## config.mk

```make
export PLATFORM = sky130hd
export DESIGN_NAME = sseg_scan_decoder_flat
export DESIGN_NICKNAME = d
export VERILOG_FILES = /design/src/rtl/sseg_scan_decoder_if.sv /design/src/rtl/sseg_scan_decoder.sv /design/src/flat_wrapper.sv
export SDC_FILE = /design/constraint.sdc
export NUM_CORES = 1
export LEC_CHECK = 0
export CAP_MARGIN = 30
export CORE_UTILIZATION = 49
export CTS_CLUSTER_DIAMETER = 200
export CTS_CLUSTER_SIZE = 30
export DETAILED_ROUTE_END_ITERATION = 8
export PLACE_DENSITY = 0.7
export SETUP_SLACK_MARGIN = 0.5
export SLEW_MARGIN = 10
export SYNTH_ARGS = -nofsm -noshare
export SYNTH_HDL_FRONTEND = slang
export SYNTH_SLANG_ARGS = --single-unit
```

## constraint.sdc

```tcl
create_clock -name clk_i -period 3.4 [get_ports clk_i]
set_input_delay 0.85 -clock clk_i [delete_from_list [all_inputs] [get_ports clk_i]]
set_output_delay 0.85 -clock clk_i [all_outputs]
set_load 0.02 [all_outputs]
```

## src/rtl/sseg_scan_decoder_if.sv

```systemverilog
// Bundle of the sampled seven-segment bus and the decoded frame results.
// The decoder holds the slave modport; the display side and the bench hold the master modport.
interface sseg_scan_decoder_if;
  logic [3:0]  an_i;
  logic [6:0]  sseg_i;
  logic        dp_i;
  logic [15:0] digits_o;
  logic [3:0]  dp_o;
  logic [3:0]  blank_o;
  logic        frame_valid_o;
  logic        invalid_o;
  logic        stall_o;

  modport slave (
    input  an_i,
    input  sseg_i,
    input  dp_i,
    output digits_o,
    output dp_o,
    output blank_o,
    output frame_valid_o,
    output invalid_o,
    output stall_o
  );

  modport master (
    output an_i,
    output sseg_i,
    output dp_i,
    input  digits_o,
    input  dp_o,
    input  blank_o,
    input  frame_valid_o,
    input  invalid_o,
    input  stall_o
  );
endinterface

```

## src/rtl/sseg_scan_decoder.sv

```systemverilog
// Samples a multiplexed active-low 4-digit seven-segment bus, decodes each
// stable digit back to hex and publishes complete 4-digit frames.
module sseg_scan_decoder #(
  parameter int unsigned STABLE_CYCLES  = 4,
  parameter int unsigned TIMEOUT_CYCLES = 1024
) (
  input logic                clk_i,
  input logic                rst_ni,
  sseg_scan_decoder_if.slave bus
);

  localparam int unsigned SW = $clog2(STABLE_CYCLES + 1);
  localparam int unsigned TW = $clog2(TIMEOUT_CYCLES + 1);
  localparam logic [SW-1:0] STABLE_MAX  = SW'(STABLE_CYCLES);
  localparam logic [TW-1:0] TIMEOUT_MAX = TW'(TIMEOUT_CYCLES);
  localparam logic [TW-1:0] TIMEOUT_PRE = TW'(TIMEOUT_CYCLES - 1);

  // Input register and the copy of the previous sample used for stability.
  logic [3:0]    smp_an,  prev_an;
  logic [6:0]    smp_seg, prev_seg;
  logic          smp_dp,  prev_dp;
  logic [SW-1:0] stab_cnt, stab_next;
  logic          smp_valid, smp_same, accept;

  // Decode of the registered sample.
  logic [3:0]    dec_val;
  logic          dec_ok, dec_blank;
  logic [1:0]    slot_idx;
  logic [3:0]    slot_mask;
  logic          frame_done;

  // Frame assembly state.
  logic [3:0]    seen;
  logic [15:0]   scr_digits;
  logic [3:0]    scr_dp, scr_blank;
  logic          frame_pend;
  logic [TW-1:0] to_cnt;

  // Registered outputs.
  logic [15:0]   digits_q;
  logic [3:0]    dp_q, blank_q;
  logic          frame_valid_q, invalid_q, stall_q;

  always_ff @(posedge clk_i or negedge rst_ni) begin
    if (!rst_ni) begin
      smp_an   <= '0;
      smp_seg  <= '0;
      smp_dp   <= 1'b0;
      prev_an  <= '0;
      prev_seg <= '0;
      prev_dp  <= 1'b0;
      stab_cnt <= '0;
    end else begin
      smp_an   <= bus.an_i;
      smp_seg  <= bus.sseg_i;
      smp_dp   <= bus.dp_i;
      prev_an  <= smp_an;
      prev_seg <= smp_seg;
      prev_dp  <= smp_dp;
      stab_cnt <= stab_next;
    end
  end

  // A sample counts only with exactly one anode driven low.
  assign smp_valid = $onehot(~smp_an);
  assign smp_same  = ({smp_an, smp_seg, smp_dp} == {prev_an, prev_seg, prev_dp});

  always_comb begin
    stab_next = SW'(1);
    if (!smp_valid) begin
      stab_next = '0;
    end else if (smp_same && (stab_cnt != '0)) begin
      stab_next = (stab_cnt == STABLE_MAX) ? STABLE_MAX : stab_cnt + SW'(1);
    end
  end

  // Fires only on the step into saturation, so one dwell yields one accept.
  assign accept = smp_valid && (stab_next == STABLE_MAX) && (stab_cnt != STABLE_MAX);

  always_comb begin
    dec_val   = 4'h0;
    dec_ok    = 1'b1;
    dec_blank = 1'b0;
    case (smp_seg)
      7'b0000001: dec_val = 4'h0;
      7'b1001111: dec_val = 4'h1;
      7'b0010010: dec_val = 4'h2;
      7'b0000110: dec_val = 4'h3;
      7'b1001100: dec_val = 4'h4;
      7'b0100100: dec_val = 4'h5;
      7'b0100000: dec_val = 4'h6;
      7'b0001111: dec_val = 4'h7;
      7'b0000000: dec_val = 4'h8;
      7'b0000100: dec_val = 4'h9;
      7'b0001000: dec_val = 4'hA;
      7'b1100000: dec_val = 4'hB;
      7'b0110001: dec_val = 4'hC;
      7'b1000010: dec_val = 4'hD;
      7'b0110000: dec_val = 4'hE;
      7'b0111000: dec_val = 4'hF;
      7'b1111111: dec_blank = 1'b1;
      default:    dec_ok = 1'b0;
    endcase
  end

  always_comb begin
    slot_idx  = 2'd0;
    slot_mask = 4'b0000;
    case (smp_an)
      4'b1110: begin slot_idx = 2'd0; slot_mask = 4'b0001; end
      4'b1101: begin slot_idx = 2'd1; slot_mask = 4'b0010; end
      4'b1011: begin slot_idx = 2'd2; slot_mask = 4'b0100; end
      4'b0111: begin slot_idx = 2'd3; slot_mask = 4'b1000; end
      default: begin slot_idx = 2'd0; slot_mask = 4'b0000; end
    endcase
  end

  assign frame_done = accept && dec_ok && ((seen | slot_mask) == 4'b1111);

  // An accept restarts the timeout, so it always wins over an expiring timer.
  always_ff @(posedge clk_i or negedge rst_ni) begin
    if (!rst_ni) begin
      seen       <= '0;
      scr_digits <= '0;
      scr_dp     <= '0;
      scr_blank  <= '0;
      frame_pend <= 1'b0;
      to_cnt     <= '0;
      stall_q    <= 1'b0;
      invalid_q  <= 1'b0;
    end else begin
      frame_pend <= frame_done;
      invalid_q  <= accept && !dec_ok;
      if (accept) begin
        to_cnt  <= '0;
        stall_q <= 1'b0;
        if (dec_ok) begin
          scr_digits[slot_idx*4 +: 4] <= dec_val;
          scr_dp[slot_idx]            <= ~smp_dp;
          scr_blank[slot_idx]         <= dec_blank;
          seen <= frame_done ? 4'b0000 : (seen | slot_mask);
        end
      end else if (to_cnt != TIMEOUT_MAX) begin
        to_cnt <= to_cnt + TW'(1);
        if (to_cnt == TIMEOUT_PRE) begin
          stall_q <= 1'b1;
          seen    <= '0;
        end
      end
    end
  end

  // frame_valid_o is a one-cycle valid with no ready: a monitor cannot be
  // back-pressured, so the frame is published the edge after completion.
  always_ff @(posedge clk_i or negedge rst_ni) begin
    if (!rst_ni) begin
      digits_q      <= '0;
      dp_q          <= '0;
      blank_q       <= '0;
      frame_valid_q <= 1'b0;
    end else begin
      frame_valid_q <= frame_pend;
      if (frame_pend) begin
        digits_q <= scr_digits;
        dp_q     <= scr_dp;
        blank_q  <= scr_blank;
      end
    end
  end

  assign bus.digits_o      = digits_q;
  assign bus.dp_o          = dp_q;
  assign bus.blank_o       = blank_q;
  assign bus.frame_valid_o = frame_valid_q;
  assign bus.invalid_o     = invalid_q;
  assign bus.stall_o       = stall_q;

endmodule

```

## src/flat_wrapper.sv

```systemverilog
// flat-port wrapper written by rule: the top's interface ports become plain ports
module sseg_scan_decoder_flat 
#(
  parameter int unsigned STABLE_CYCLES  = 4,
  parameter int unsigned TIMEOUT_CYCLES = 1024
)
  (clk_i, rst_ni, bus_an_i, bus_sseg_i, bus_dp_i, bus_digits_o, bus_dp_o, bus_blank_o, bus_frame_valid_o, bus_invalid_o, bus_stall_o);
  sseg_scan_decoder_if bus_i ();
  input logic clk_i;
  input logic rst_ni;
  input wire logic [$bits(bus_i.an_i)-1:0] bus_an_i;
  input wire logic [$bits(bus_i.sseg_i)-1:0] bus_sseg_i;
  input wire logic [$bits(bus_i.dp_i)-1:0] bus_dp_i;
  output wire logic [$bits(bus_i.digits_o)-1:0] bus_digits_o;
  output wire logic [$bits(bus_i.dp_o)-1:0] bus_dp_o;
  output wire logic [$bits(bus_i.blank_o)-1:0] bus_blank_o;
  output wire logic [$bits(bus_i.frame_valid_o)-1:0] bus_frame_valid_o;
  output wire logic [$bits(bus_i.invalid_o)-1:0] bus_invalid_o;
  output wire logic [$bits(bus_i.stall_o)-1:0] bus_stall_o;
  assign bus_i.an_i = bus_an_i;
  assign bus_i.sseg_i = bus_sseg_i;
  assign bus_i.dp_i = bus_dp_i;
  assign bus_digits_o = bus_i.digits_o;
  assign bus_dp_o = bus_i.dp_o;
  assign bus_blank_o = bus_i.blank_o;
  assign bus_frame_valid_o = bus_i.frame_valid_o;
  assign bus_invalid_o = bus_i.invalid_o;
  assign bus_stall_o = bus_i.stall_o;
  sseg_scan_decoder #(.STABLE_CYCLES(STABLE_CYCLES), .TIMEOUT_CYCLES(TIMEOUT_CYCLES)) u_core (.clk_i(clk_i), .rst_ni(rst_ni), .bus(bus_i));
endmodule
```

==> out/results.md, run 1 <==
| Stage | Result | Value |
|:---|:---|:---|
| routing | Count of vias placed by the detailed router | 2888 |
| logic synthesis | Count of mapped cells out of synthesis | 384 |
| cells and area | Fill cells | 699 |
| cts | Htree depth | 3 |
| floorplan | Area of the core | 8340 um^2 |
| routing | Average wire length per cell after detail routing | 14.4 um |
| setup path | Critical Path Source Type | flop |
| routing | # DRC | 0 |
| floorplan | DIE AREA | 9100 um^2 |
| routing | First drt pass iteration count | 4 |
| routing | DRT antenna net count | 0 |
| cts | CTS tree | built |
| power | Static power due to leakage | 2.22 nW |
| logic synthesis | Share of the yosys chip area belonging to registers | 55.0% |
| floorplan | Die Ht | 95.4 um |
| timing | Fin. Hold Viols | 0 |
| logic synthesis | Share of synthesized registers carrying an async set or reset | 100% |
| cts | Clock sinks | 94 |
| global routing | Maximum number of pins on one net before global-route repair | 95 |
| cells and area | Net count of the finished layout | 457 |
| setup path | Critical path peak fanout | 12 |
| run | # Max-Cap Violations | 0 |
| timing | Final setup vio count | 0 |
| min path | Class of the most critical hold timing path | reg -> reg |
| power | Power per Cell Area | 417 nW/um^2 |
| floorplan | Site row count | 33 |
| place | Sum of net half-perimeters after detailed placement | 5.08 mm |
| setup path | Data arrival at the endpoint of the critical path | 2.87 ns |
| place | Port Buffer Count | 40 |
| timing | Worst-Margin Slew | 0.692 ns |
| timing | Fmax | 0.382 GHz |
| timing | Unrepaired setup endpoints after global routing | true |
| power | IR Drop Worst-Case VDD | 0.000248 V |
| setup path | CP Class | reg -> reg |
| timing | Share of the clock period used by the worst path | 76.9% |
| cells and area | Final core utilization | 60.4% |
| place | Weighted congestion reported at the end of routability-driven placement | 0.796 |
| setup path | Critical Path Sink Type | flop |
| cts | Later-pin clock latency in the skew report | 0.36 ns |
| cts | Largest buffer count on any clock path | 2 |
| timing | Count of final max-slew check failures | 0 |
| cells and area | Summed area of non-filler cells in the final layout | 5030 um^2 |
| timing | Setup TNS Final | 0 ns |
| power | Overall power after layout | 2.10 mW |
| cells and area | Antenna fix cells | 0 |
| logic synthesis | Most frequently used flop master after synthesis | sky130_fd_sc_hd__dfrtp_1 |
| timing | Setup skew after layout | 0.00546 ns |
| logic synthesis | Number of distinct library cell variants in the gate-level netlist after synthesis | 52 |
| cells and area | Layout cells sized above 1 | 13.3% |
| floorplan | Effective utilization at floorplan | 51.2% |
| cts | TritonCTS buffer count | 9 |
| routing | Via density per instance | 5.40 |
| logic synthesis | Post-synthesis area per instance | 11.1 um^2 |
| place | Placed Area | 4720 um^2 |
| routing | DR iter-0 viols | 123 |
| cells and area | Most common cell after layout, fill and taps aside | sky130_fd_sc_hd__dfrtp_1 |
| logic synthesis | Number of warnings reported in the yosys synthesis log | 0 |
| cells and area | Area delta synth->final | 17.8% |
| logic synthesis | Syn nets | 416 |
| routing | Detailed Route WL | 7.68 mm |
| global routing | Combined global-route utilization of all metal layers | 19.5% |
| global routing | Global-route wire length before repair | 13.4 mm |
| global routing | Remaining Overflow, GRT | 0 |
| floorplan | Number of top-level pins | 41 |
| setup path | Worst EP required | 3.65 ns |
| logic synthesis | Seq cells post-synth | 94 |
| global routing | Vias in the first global route | 2820 |
| cells and area | Total area of multi-input combinational cells | 1770 um^2 |
| cells and area | FF+latch area | 2350 um^2 |
| cts | Clock-pin slew on the worst setup and hold paths | 0.09 ns |
| cells and area | Top library cells by usage in the layout, fill and taps aside | 92 x sky130_fd_sc_hd__dfrtp_1, 50 x sky130_fd_sc_hd__nand2_1, 39 x sky130_fd_sc_hd__clkdlybuf4s50_1, 24 x sky130_fd_sc_hd__mux2_2, 22 x sky130_fd_sc_hd__nor2_1 |
| run status | Status | finished, final reports clean |
| logic synthesis | Syn Std Cell Area | 4270 um^2 |
| cts | Cell at the root of the clock tree | sky130_fd_sc_hd__clkbuf_8 |
| floorplan | Die outline width | 95.4 um |
| timing | Period minus WS final | 2.62 ns |
| logic synthesis | Post-synth EDFFs | 0 |
| timing | Worst rel slew slack | 53.3% |
| global routing | Initial antenna violation count | 0 |
final timing paths:
check | startpoint | to | slack (ns) | depth (start not counted)
max in group asynchronous | rst_ni | u_core.bus.digits_o[2]$_DFFE_PN0P_ | 2.51 | 2
min in group asynchronous | rst_ni | u_core.to_cnt[1]$_DFFE_PN0P_ | 0.51 | 2
hold reg to reg | u_core.smp_an[2]$_DFF_PN0_ | u_core.prev_an[2]$_DFF_PN0_ | 0.46 | 0
hold / removal | u_core.smp_an[2]$_DFF_PN0_ | u_core.prev_an[2]$_DFF_PN0_ | 0.46 | 0
setup / recovery | u_core.smp_an[1]$_DFF_PN0_ | u_core.scr_digits[4]$_DFFE_PN0P_ | 0.78 | 12
setup reg to reg | u_core.smp_an[1]$_DFF_PN0_ | u_core.scr_digits[4]$_DFFE_PN0P_ | 0.78 | 12
logic make-up (layout without fill, tap and decap cells):
| kind of cell | Yosys count | in the layout | synth area share (%) |
|---|---|---|---|
| fa+ha+maj | 18 | 18 | 5.44 |
| compound gates | 64 | 64 | 9.89 |
| xor+xnor | 21 | 21 | 4.30 |
| mux | 26 | 26 | 6.79 |
| simple gates | 128 | 128 | 14.8 |
| flops | 94 | 94 | 55.0 |
| buf+inv | 33 | 79 | 3.72 |
state kept, by name, indices dropped and copies added (netlist names), 4 cells and up:
signal               flops
u_core.prev_seg          7
u_core.scr_digits       16
u_core.smp_an            4
u_core.bus.dp_o          4
u_core.smp_seg           7
u_core.prev_an           4
u_core.seen              4
u_core.scr_blank         4
u_core.scr_dp            4
u_core.to_cnt           11
u_core.bus.blank_o       4
u_core.bus.digits_o     16
synth_stat cells (14+ instances only):
master | instances | share of area (%)
sky130_fd_sc_hd__nand2_1 | 50 | 4.4
sky130_fd_sc_hd__o21ai_1 | 14 | 1.6
sky130_fd_sc_hd__ha_1 | 17 | 5.0
sky130_fd_sc_hd__inv_1 | 14 | 1.2
sky130_fd_sc_hd__dfrtp_1 | 94 | 55
sky130_fd_sc_hd__xor2_1 | 16 | 3.3
sky130_fd_sc_hd__o21ai_0 | 15 | 1.8
sky130_fd_sc_hd__nor2_1 | 22 | 1.9
sky130_fd_sc_hd__mux2_2 | 24 | 6.3
per-stage QoR:
stage / hold slack [ns] / setup slack (ns) / cells
6_report: 0.459 / 0.784 / 535
3_3_place_gp: 0.450 / 0.631 / 512
3_5_place_dp: 0.467 / 0.516 / 512
4_1_cts: 0.484 / 0.501 / 528
2_1_floorplan: 0.352 / 0.918 / 384
5_1_grt: 0.480 / 0.489 / 535
layout make-up:
type | count | share of cell area (%)
multi-input cells | 257 | 35.1
clock inverters | 7 | 1.94
well taps | 105 | 2.61
flip-flops and latches | 94 | 46.8
clock buffers | 9 | 2.46
inverters | 14 | 1.04
repair buffers | 49 | 10.0
power breakdown:
part / switching (mW) / total [mW] / internal [mW]
Sequential: 0.0285 / 1.16 / 1.13
Clock: 0.397 / 0.814 / 0.416
Combinational: 0.0729 / 0.123 / 0.0502
Total: 0.499 / 2.10 / 1.60
worst max-delay path, cell delays in order (launching register included):
cell and delay [ns]:
sky130_fd_sc_hd__dfrtp_1 0.44, sky130_fd_sc_hd__inv_1 0.08, sky130_fd_sc_hd__ha_1 0.28, sky130_fd_sc_hd__ha_1 0.19
sky130_fd_sc_hd__fa_1 0.42, sky130_fd_sc_hd__nor2_1 0.11, sky130_fd_sc_hd__nand2_1 0.14, sky130_fd_sc_hd__nor3_4 0.26
sky130_fd_sc_hd__buf_4 0.16, sky130_fd_sc_hd__o211ai_1 0.07, sky130_fd_sc_hd__buf_4 0.20, sky130_fd_sc_hd__nand2_1 0.07
sky130_fd_sc_hd__o21ai_0 0.07
per-layer routing:
layer | wire length (um) | up-vias | share of wire (%) | GRT usage (%)
li1 | - | 1412 | - | -
met1 | 3570 | 1401 | 46 | 26.5
met2 | 3660 | 64 | 48 | 30.5
met3 | 312 | 11 | 4.1 | 3.75
met4 | 146 | 0 | 1.9 | 8.33
met5 | 0 | - | 0 | 0
what timing repair did:
action	CTS	global route
endpoints found under the hold margin	0	0
hold buffers	0	0
setup endpoints to repair	0	29
setup buffers	0	6
gates resized for setup	0	5
No activity file was read; power rests on OpenSTA's default activity.
==> inputs of run 2 (changes only) <==
- clock period: 3.4 -> 2.6 ns (I/O delays scaled with it)
==> out/results.md, run 2 (synthesis gave the netlist of run 1 again) <==
| Stage | Result | Value |
|:---|:---|:---|
| routing | Detailed Route WL | 8.48 mm |
| cells and area | Antenna fix cells | 0 |
| cells and area | Layout cells sized above 1 | 26.8% |
| power | Comb power frac | 8.7% |
| place | Total placed cells including tap cells | 528 |
| routing | Via density per instance | 5.42 |
| global routing | Most heavily used metal layer in global routing | met2 |
| place | Weighted congestion reported at the end of routability-driven placement | 0.818 |
| routing | DRT antenna net count | 0 |
| timing | Fmax | 0.422 GHz |
| floorplan | DIE AREA | 9100 um^2 |
| power | Cell Int Power | 1.95 mW |
| timing | Fin. Hold Viols | 0 |
| setup path | Critical Path Sink Type | flop |
| run | # Max-Cap Violations | 0 |
| setup path | Critical path peak fanout | 7 |
| place | Worst Setup Slack post-DPL | 0.0763 ns |
| global routing | Initial antenna violation count | 0 |
| setup path | Critical Path Source Type | flop |
| setup path | CP Class | reg -> reg |
| global routing | Met1 track utilization from global routing | 26.5% |
| cells and area | Area delta synth->final | 26.7% |
| timing | Setup TNS Final | 0 ns |
| timing | Worst-Margin Slew | 0.669 ns |
| global routing | Met3 Use GR | 4.23% |
| cts | Cell at the root of the clock tree | sky130_fd_sc_hd__clkbuf_8 |
| floorplan | Area of the core | 8340 um^2 |
| timing | Setup skew after layout | 0.0129 ns |
| setup path | FF-to-FF Start | u_core.smp_an[3]$_DFF_PN0_ |
| floorplan | Number of top-level pins | 41 |
| global routing | Vias in the first global route | 2935 |
| global routing | Combined global-route utilization of all metal layers | 20.2% |
| timing | Count of final max-slew check failures | 0 |
| timing | Share of the clock period used by the worst path | 91.2% |
| routing | Count of vias placed by the detailed router | 3075 |
| min path | Class of the most critical hold timing path | in -> async |
| power | Fraction of power consumed by sequential logic | 57.3% |
| run status | Status | finished, final reports clean |
| cts | Clock sinks | 94 |
| timing | Worst rel slew slack | 54.9% |
| global routing | Global-route wire length before repair | 13.9 mm |
| global routing | Met2 global-route usage | 31.7% |
| cells and area | Fill cells | 655 |
| cells and area | Most common cell after layout, fill and taps aside | sky130_fd_sc_hd__dfrtp_1 |
| place | Sum of net half-perimeters after detailed placement | 5.36 mm |
| power | Sw frac | 26.0% |
| cells and area | Final cell count without fillers | 567 |
| setup path | Critical Path Source | u_core.smp_an[3]$_DFF_PN0_ |
| power | Static power due to leakage | 2.39 nW |
| timing | Worst-case hold slack | 0.256 ns |
| cells and area | Net count of the finished layout | 489 |
| cts | Clock-pin slew on the worst setup and hold paths | 0.09 ns |
| timing | Fin worst setup slack | 0.230 ns |
| power | Overall power after layout | 2.63 mW |
| timing | Period minus WS final | 2.37 ns |
| place | Port Buffer Count | 40 |
| power | IR Drop Worst-Case VDD | 0.000226 V |
| routing | First drt pass iteration count | 4 |
| cells and area | Top library cells by usage in the layout, fill and taps aside | 89 x sky130_fd_sc_hd__dfrtp_1, 40 x sky130_fd_sc_hd__nand2_1, 39 x sky130_fd_sc_hd__clkdlybuf4s50_1, 34 x sky130_fd_sc_hd__buf_4, 24 x sky130_fd_sc_hd__mux2_2 |
| routing | Average wire length per cell after detail routing | 15.0 um |
| power | Power per Cell Area | 486 nW/um^2 |
| timing | Final setup vio count | 0 |
| routing | DR iter-0 viols | 140 |
| setup path | Data arrival at the endpoint of the critical path | 2.65 ns |
| cts | Htree depth | 3 |
| floorplan | Effective utilization at floorplan | 51.2% |
| floorplan | Site row count | 33 |
| power | Net switching power of the design | 0.684 mW |
| power | Clk network pwr share | 34.0% |
| cts | TritonCTS buffer count | 9 |
| floorplan | Die outline width | 95.4 um |
| timing | Unrepaired setup endpoints after global routing | true |
| global routing | Maximum number of pins on one net before global-route repair | 55 |
| floorplan | Die Ht | 95.4 um |
| cts | Largest buffer count on any clock path | 2 |
| cts | Hold-fix buffer count after cts | 0 |
| global routing | Remaining Overflow, GRT | 0 |
| routing | # DRC | 0 |
| setup path | Worst EP required | 2.88 ns |
| cts | CTS tree | built |
| cts | Later-pin clock latency in the skew report | 0.36 ns |
-- run 2: cell count changes in the layout (fill, tap and decap cells not counted), moves of 5 or more --
cell / before / now
sky130_fd_sc_hd__buf_4: 7 / 34
sky130_fd_sc_hd__nand2_1: 50 / 40
sky130_fd_sc_hd__nand2_2: 0 / 10
sky130_fd_sc_hd__o21ai_0: 15 / 4
sky130_fd_sc_hd__o21ai_1: 14 / 20
sky130_fd_sc_hd__o21ai_2: 0 / 5
-- run 2: cell type report --
cell class	instances	area (um^2)	area share [%]
clock buffer	9	124	2.29
clock inverter	7	56.3	1.04
inverter	14	52.6	0.971
multi-input combinational	257	1900	35.1
sequential	94	2360	43.6
tap	105	131	2.43
timing repair buffer	81	791	14.6
-- run 2: worst paths after layout --
path / to / slack, ns / depth (start not counted)
min: u_core.to_cnt[2]$_DFFE_PN0P_ / 0.26 / 1
max reg2reg: u_core.seen[2]$_DFFE_PN0P_ / 0.23 / 12
min in group clk_i: u_core.scr_blank[2]$_DFFE_PN0P_ / 0.50 / 2
min reg2reg: u_core.scr_blank[2]$_DFFE_PN0P_ / 0.50 / 2
max: u_core.seen[2]$_DFFE_PN0P_ / 0.23 / 12
max in group asynchronous: u_core.scr_blank[3]$_DFFE_PN0P_ / 1.69 / 2
-- run 2: routing by layer --
| layer | vias up | wire length, um |
|---|---|---|
| met2 | 71 | 4130 |
| met5 | - | 0 |
| met3 | 20 | 316 |
| met1 | 1509 | 3850 |
| met4 | 0 | 185 |
| li1 | 1475 | - |
-- run 2: worst max-delay path: stages (launching register included) --
cell                       delay [ns]
sky130_fd_sc_hd__dfrtp_1         0.41
sky130_fd_sc_hd__inv_2           0.08
sky130_fd_sc_hd__ha_4            0.20
sky130_fd_sc_hd__ha_4            0.15
sky130_fd_sc_hd__fa_1            0.44
sky130_fd_sc_hd__nor2_2          0.11
sky130_fd_sc_hd__nand2_2         0.09
sky130_fd_sc_hd__nor3_4          0.16
sky130_fd_sc_hd__buf_12          0.16
sky130_fd_sc_hd__buf_12          0.11
sky130_fd_sc_hd__and4_4          0.22
sky130_fd_sc_hd__a32oi_2         0.05
sky130_fd_sc_hd__o211ai_1        0.10
-- run 2: repair_timing --
item                       in CTS  in global routing
buffers inserted                6                 13
gates cloned                    2                  2
gates resized for setup        23                 23
setup endpoints to repair      42                 42
pin swaps                       8                  7
-- run 2: metrics by stage --
step / area [um^2] / util, %
global placement: 4860 / 58.3
finish: 5410 / 64.9
detailed placement: 4860 / 58.3
CTS: 5240 / 62.8
floorplan: 4290 / -
global route: 5410 / 64.9
-- run 2: power groups by stage --
stage               registers (mW)  logic [mW]  clock network [mW]
global placement              1.54       0.179                   0
CTS                           1.51       0.206               0.933
global route                  1.51       0.257               0.991
floorplan                     1.53       0.109                   0
finish                        1.51       0.229               0.895
detailed placement            1.54       0.183                   0
